$ cat config.mk
export PLATFORM = sky130hd
export DESIGN_NAME = led_matrix_scan
export DESIGN_NICKNAME = d
export VERILOG_FILES = /design/src/rtl/led_matrix_pkg.sv /design/src/rtl/led_frame_buf.sv /design/src/rtl/led_matrix_scan.sv
export SDC_FILE = /design/constraint.sdc
export NUM_CORES = 1
export LEC_CHECK = 0
export ABC_CLOCK_PERIOD_IN_PS = 3700
export CORE_MARGIN = 4
export CORE_UTILIZATION = 60
export CTS_CLUSTER_DIAMETER = 200
export DETAILED_ROUTE_END_ITERATION = 7
export PLACE_DENSITY = 0.76
export SYNTH_ARGS = -nofsm -noshare
export SYNTH_HDL_FRONTEND = slang
export SYNTH_SLANG_ARGS = --single-unit
$ cat constraint.sdc
create_clock -name clk -period 3.7 [get_ports clk]
set_input_delay 0.555 -clock clk [delete_from_list [all_inputs] [get_ports clk]]
set_output_delay 0.555 -clock clk [all_outputs]
set_load 0.01 [all_outputs]
$ cat src/rtl/led_matrix_pkg.sv
// Shared types and helpers for the LED matrix scanner and its frame buffer.
package led_matrix_pkg;

  typedef enum logic {
    BLANK = 1'b0,
    DRIVE = 1'b1
  } scan_state_t;

  typedef enum logic {
    MODE_COUNTER = 1'b0,
    MODE_FRAME   = 1'b1
  } src_mode_t;

  // Index width for n items, never narrower than one bit.
  function automatic int col_w(input int n);
    return (n > 1) ? $clog2(n) : 1;
  endfunction

endpackage

$ cat src/rtl/led_frame_buf.sv
// Double-buffered column store: shadow written by user logic, active shown on the matrix.
// Commit/swap handshake keeps every displayed frame entirely old or entirely new.
module led_frame_buf
  import led_matrix_pkg::*;
#(
  parameter int NUM_ROWS = 8,
  parameter int NUM_COLS = 4,
  parameter int CW       = col_w(NUM_COLS)
) (
  input  logic                clk,
  input  logic                rst_n,
  input  logic                wr_en,
  input  logic [CW-1:0]       wr_col,
  input  logic [NUM_ROWS-1:0] wr_data,
  input  logic                wr_commit,
  input  logic                swap_req,
  input  logic [CW-1:0]       rd_col,
  output logic [NUM_ROWS-1:0] rd_data,
  output logic                wr_ready
);

  logic [NUM_ROWS-1:0] shadow_q [NUM_COLS];
  logic [NUM_ROWS-1:0] active_q [NUM_COLS];
  logic                commit_pending_q;
  logic                wr_ok;
  logic                commit_ok;
  logic                do_swap;

  assign wr_ready  = ~commit_pending_q;
  assign wr_ok     = wr_en && wr_ready && (32'(wr_col) < NUM_COLS);
  assign commit_ok = wr_commit && wr_ready;
  assign do_swap   = swap_req && commit_pending_q;

  // NOTE: both buffers are a handful of flops, so they are reset like any other
  // register; a large RAM-style store would normally be left unreset.
  always_ff @(posedge clk or negedge rst_n) begin
    if (!rst_n) begin
      for (int i = 0; i < NUM_COLS; i++) begin
        shadow_q[i] <= '0;
        active_q[i] <= '0;
      end
      commit_pending_q <= 1'b0;
    end else begin
      // Writes are blocked while a commit is pending, so they never race the swap.
      if (wr_ok) shadow_q[wr_col] <= wr_data;
      if (do_swap) begin
        active_q         <= shadow_q;
        commit_pending_q <= 1'b0;
      end else if (commit_ok) begin
        commit_pending_q <= 1'b1;
      end
    end
  end

  // On the swap edge the scanner latches the new data directly from shadow,
  // so the first frame after a commit already shows it.
  assign rd_data = do_swap ? shadow_q[rd_col] : active_q[rd_col];

endmodule

$ cat src/rtl/led_matrix_scan.sv
// Column-multiplexed active-low LED matrix driver with blanking between columns.
// Optional LED_PWM_EN adds a 4-bit brightness input that gates rows within each dwell.
module led_matrix_scan
  import led_matrix_pkg::*;
#(
  parameter int NUM_ROWS     = 8,
  parameter int NUM_COLS     = 4,
  parameter int SCAN_DIV     = 3000,
  parameter int BLANK_CYCLES = 16,
  parameter int CNT_W        = 32,
  parameter int PAT_LSB      = 19
) (
  input  logic                        clk,
  input  logic                        rst_n,
  input  logic                        mode,
  input  logic                        wr_en,
  input  logic [col_w(NUM_COLS)-1:0]  wr_col,
  input  logic [NUM_ROWS-1:0]         wr_data,
  input  logic                        wr_commit,
`ifdef LED_PWM_EN
  input  logic [3:0]                  brightness,
`endif
  output logic                        wr_ready,
  output logic                        frame_start,
  output logic [NUM_ROWS-1:0]         led_n,
  output logic [NUM_COLS-1:0]         lcol_n
);

  localparam int CW      = col_w(NUM_COLS);
  localparam int TMR_MAX = (SCAN_DIV > BLANK_CYCLES) ? SCAN_DIV : BLANK_CYCLES;
  localparam int TW      = col_w(TMR_MAX);

  scan_state_t         state_q, state_d;
  logic [TW-1:0]       tmr_q, tmr_d;
  logic [CW-1:0]       col_q, col_d;
  logic [CNT_W-1:0]    cnt_q;
  logic [NUM_ROWS-1:0] pix_q;
  logic [NUM_ROWS-1:0] pat, pat_rot, fb_rd, pix_src;
  logic                enter_drive;
  logic                row_on;
  logic                unused_cnt;

  // Every counter bit is kept so the pattern window can be moved by parameter alone.
  assign unused_cnt = ^cnt_q;

  // NOTE: every signal written here gets a default first; a path that left one
  // unassigned would infer a latch.
  always_comb begin
    state_d     = state_q;
    tmr_d       = tmr_q + TW'(1);
    col_d       = col_q;
    enter_drive = 1'b0;
    unique case (state_q)
      BLANK: begin
        if (tmr_q == TW'(BLANK_CYCLES - 1)) begin
          state_d     = DRIVE;
          tmr_d       = '0;
          enter_drive = 1'b1;
        end
      end
      DRIVE: begin
        if (tmr_q == TW'(SCAN_DIV - 1)) begin
          state_d = BLANK;
          tmr_d   = '0;
          col_d   = (col_q == CW'(NUM_COLS - 1)) ? '0 : col_q + CW'(1);
        end
      end
      default: begin
        state_d = BLANK;
        tmr_d   = '0;
      end
    endcase
  end

  // NOTE: sequential state uses non-blocking assignments only, so every flop
  // samples pre-edge values regardless of statement order.
  always_ff @(posedge clk or negedge rst_n) begin
    if (!rst_n) begin
      state_q <= BLANK;
      tmr_q   <= '0;
      col_q   <= '0;
      cnt_q   <= '0;
      pix_q   <= '0;
    end else begin
      state_q <= state_d;
      tmr_q   <= tmr_d;
      col_q   <= col_d;
      cnt_q   <= cnt_q + CNT_W'(1);
      if (enter_drive) pix_q <= pix_src;
    end
  end

  // Counter pattern rotated left by the column index so columns look distinct.
  always_comb begin
    int rot_amt;
    pat     = cnt_q[PAT_LSB +: NUM_ROWS];
    rot_amt = 32'(col_q) % NUM_ROWS;
    pat_rot = '0;
    for (int j = 0; j < NUM_ROWS; j++) begin
      pat_rot[j] = pat[(j + NUM_ROWS - rot_amt) % NUM_ROWS];
    end
  end

  assign pix_src = (src_mode_t'(mode) == MODE_FRAME) ? fb_rd : pat_rot;

  led_frame_buf #(
    .NUM_ROWS (NUM_ROWS),
    .NUM_COLS (NUM_COLS),
    .CW       (CW)
  ) u_frame_buf (
    .clk       (clk),
    .rst_n     (rst_n),
    .wr_en     (wr_en),
    .wr_col    (wr_col),
    .wr_data   (wr_data),
    .wr_commit (wr_commit),
    .swap_req  (enter_drive && (col_q == '0)),
    .rd_col    (col_q),
    .rd_data   (fb_rd),
    .wr_ready  (wr_ready)
  );

`ifdef LED_PWM_EN
  logic [3:0] pwm_q;
  logic [3:0] bri_q;

  always_ff @(posedge clk or negedge rst_n) begin
    if (!rst_n) begin
      pwm_q <= '0;
      bri_q <= '0;
    end else if (enter_drive) begin
      pwm_q <= '0;
      bri_q <= brightness;
    end else if (state_q == DRIVE) begin
      pwm_q <= pwm_q + 4'd1;
    end
  end

  assign row_on = (pwm_q <= bri_q);
`else
  assign row_on = 1'b1;
`endif

  // Outputs decode straight from reset-cleared state, so reset blanks them at once.
  always_comb begin
    lcol_n = '1;
    led_n  = '1;
    if (state_q == DRIVE) begin
      lcol_n = ~(NUM_COLS'(1) << col_q);
      if (row_on) led_n = ~pix_q;
    end
  end

  assign frame_start = (state_q == DRIVE) && (col_q == '0) && (tmr_q == '0);

endmodule
==> key figures <==
Outcome
  – Outcome: completed

Drt
  – DRT iter0 DRCs: 223
  – DR vias/cell: 6.185
  – Post-route antenna net violation count: 0
  – Routed WL: 11130 um
  – Met2 routed WL: 5560 um
  – Met1 WL: 4914 um
  – Vias after detailed routing: 3550
  – Met3 wire len: 504 um
  – Pre-antenna DRT Iters: 4
  – Top routing layer in use: met4
  – DRC Markers: 0
  – Per-cell routed wire length: 19.39 um

Setup path
  – Type of origin of the critical path: flop
  – Critical path, cell by cell: or4_1 > nor4_1 > clkdlybuf4s50_1
  – WP buf/inv: 1
  – Max stage delay on crit path: 0.66 ns
  – Crit path max-delay cell type: or4_1
  – Crit path DAT: 2.55 ns
  – Worst EP required: 3.14 ns
  – Worst Path Max Fanout: 7
  – Top delay family on crit path: simple AND/OR/NAND/NOR gates
  – CP Class: reg -> out
  – Critical Path Sink Type: primary output

Timing
  – Final Hold Fails: 0
  – Fin Clk Skew: 0.008485 ns
  – Max-slew violation count: 0
  – Period Utilization, post-route: 83.94%
  – Tmin final: 3.106 ns
  – Slew at the pin closest to its max-slew limit: 1.012 ns
  – Fin Setup TNS: 0 ns
  – Max_slew headroom: 32.42%
  – Max Fclk: 322.0 MHz
  – Unrepaired setup endpoints after global routing: false
  – Final setup fails: 0

Synth
  – Dominant synthesized flop cell: dfrtp_1
  – Syn nets: 444
  – Share of flip-flops with an asynchronous set or reset: 100.0%
  – Cells after Synth: 422
  – Unique cell type count in the Yosys netlist: 42
  – Most frequent cells after synthesis: 115 x dfrtp_1, 68 x mux2_2, 36 x nand2_1, 25 x xnor2_1, 24 x mux4_2
  – Top post-synthesis cells by area: dfrtp_1 52%, mux2_2 14%, mux4_2 9.7%
  – Sequential share of the synthesized area: 51.63%
  – YS warnings: 0
  – Synth Cell Area: 0.005574 mm2
  – Area leader, netlist: dfrtp_1
  – Syn_area_per_cell: 13.21 um2
  – Most numerous cell in the Yosys netlist: dfrtp_1
  – Synth top area share: 51.63%
  – EDFF count, synth: 0
  – Flops & latches, synth: 115

Clocking
  – Clock insertion delay at the later pin of the skew report: 0.51 ns
  – Htree depth: 4
  – Inserted Clock Buffers: 17
  – Post-CTS setup buffers: 0
  – # resized after CTS: 0
  – Clock Tree Buf Depth: 2
  – Hold buffer count at cts: 0
  – CTS tree: built
  – CTS sink cnt: 115
  – Clock transition at path regs: 0.06 ns
  – CTS Root Cell: clkbuf_8

Cells and area
  – Fin nets: 477
  – Synth-to-layout area growth: 16.79%
  – Layout cells sized above 1: 28.33%
  – N_diodes: 0

Global routing
  – All-Layer GR Usage: 22.29%
  – Total congestion overflow: 0
  – Largest net degree at the start of global routing: 66
  – Antenna violations before repair: 0
  – First-pass GRT wire length: 19250 um
  – Number of global-route vias before repair: 3752

Power
  – Switching share of power: 21.01%
  – PnR Total Power: 0.003062 W
  – PD cells: 470.4 mW/mm2
  – IR drop worst, VDD: 340.3 uV
  – Power share of the clock group: 51.0%
  – Flop pwr share: 44.4%
  – Int Pwr: 0.002419 W
  – Logic pwr share: 4.6%
  – Psw: 0.0006435 W
  – P_leak: 2.820 nW

Place
  – DP HPWL: 7107 um
  – IO Port Bufs: 28
  – GP Congestion: 0.8493

Run
  – Max_cap viols: 0

Die
  – Die area: 0.01090 mm2
  – Die Y: 104.4 um
  – FP Rows: 34
  – I/O Pins: 29
  – Initial core utilization: 62.69%
  – Die Span X: 104.4 um
  – Core area: 0.008891 mm2

Hold path
  – Min-delay worst type: in -> async
## placed cells by master (no fill, tap or decap), types with 12 or more instances in the layout
| master | synthesis | layout |
|---|---|---|
| dfrtp_1 | 115 | 115 |
| mux2_2 | 68 | 68 |
| nand2_1 | 36 | 36 |
| clkdlybuf4s50_1 | 0 | 27 |
| xnor2_1 | 25 | 25 |
| mux4_2 | 24 | 24 |
| nor2_1 | 19 | 19 |
| nand3_1 | 17 | 17 |
| clkbuf_16 | 0 | 16 |
| nand4_1 | 15 | 15 |
| mux2i_1 | 12 | 12 |
## flip-flops by register name, summed over array words and instances, names as in the netlist
register,flops
u_frame_buf.active_q,32
u_frame_buf.shadow_q,32
cnt_q,27
tmr_q,12
pix_q,8
col_q,2
state_q,1
u_frame_buf.commit_pending_q,1
## power groups by stage
stage	Sequential, W	Clock (W)	Combinational [W]
after floorplan	0.00136	0	0.0000784
after global placement	0.00137	0	0.000137
after detailed placement	0.00138	0	0.000143
after CTS	0.00136	0.00158	0.000145
after global routing	0.00137	0.00165	0.000156
final	0.00136	0.00156	0.000141
## metal layers
layer  global-route usage [%]  vias up
met5                        0        -
met4                    6.553        0
met3                    5.587       19
met2                    35.93       86
met1                    30.09     1840
li1                         -     1605
## per-stage QoR
| step | hold WS, ns | setup WS [ns] | utilization, % | cell area [um2] | cells |
|---|---|---|---|---|---|
| finish | 0.06196 | 0.5942 | 73.22 | 6510 | 574 |
| CTS | 0.08647 | 0.5817 | 73.22 | 6510 | 574 |
| floorplan | 0.2594 | 0.7855 | - | 5574 | 422 |
| global route | 0.1052 | 0.5067 | 73.22 | 6510 | 574 |
| global placement | 0.4530 | 1.177 | 66.76 | 5936 | 544 |
| detailed placement | 0.4656 | 1.121 | 66.76 | 5936 | 544 |
## cells by family (layout without fill, tap and decap cells)
group | Yosys count | in the layout | synth area share, %
AO/OA/AOI/OAI | 13 | 13 | 1.751
buffers and inverters | 27 | 71 | 2.289
multiplexers | 104 | 104 | 25.59
AND/OR/NAND/NOR | 121 | 121 | 11.67
XOR/XNOR | 35 | 35 | 5.499
adder cells (fa/ha/maj) | 7 | 7 | 1.571
flip-flops | 115 | 115 | 51.63
## layout make-up
type                    instances  area [um2]
clock inverters                 9       105.1
fillers                       583        2381
inverters                       9       33.78
flip-flops and latches        115        2878
repair buffers                 32       320.3
multi-input cells             280        2569
clock buffers                  21       469.2
well taps                     108       135.1
## worst paths after layout
kind	startpoint	endpoint	slack [ns]	depth (start not counted)
max reg2reg	tmr_q[5]	pix_q[1]	1.18	5
min	rst_n	tmr_q[9]	0.06	1
min in group clk	cnt_q[16]	cnt_q[16]	0.47	1
min reg2reg	cnt_q[16]	cnt_q[16]	0.47	1
max	tmr_q[5]	frame_start	0.59	3
max in group asynchronous	rst_n	u_frame_buf.shadow_q[14]	2.88	2
Power figures use the tool's default switching activity.
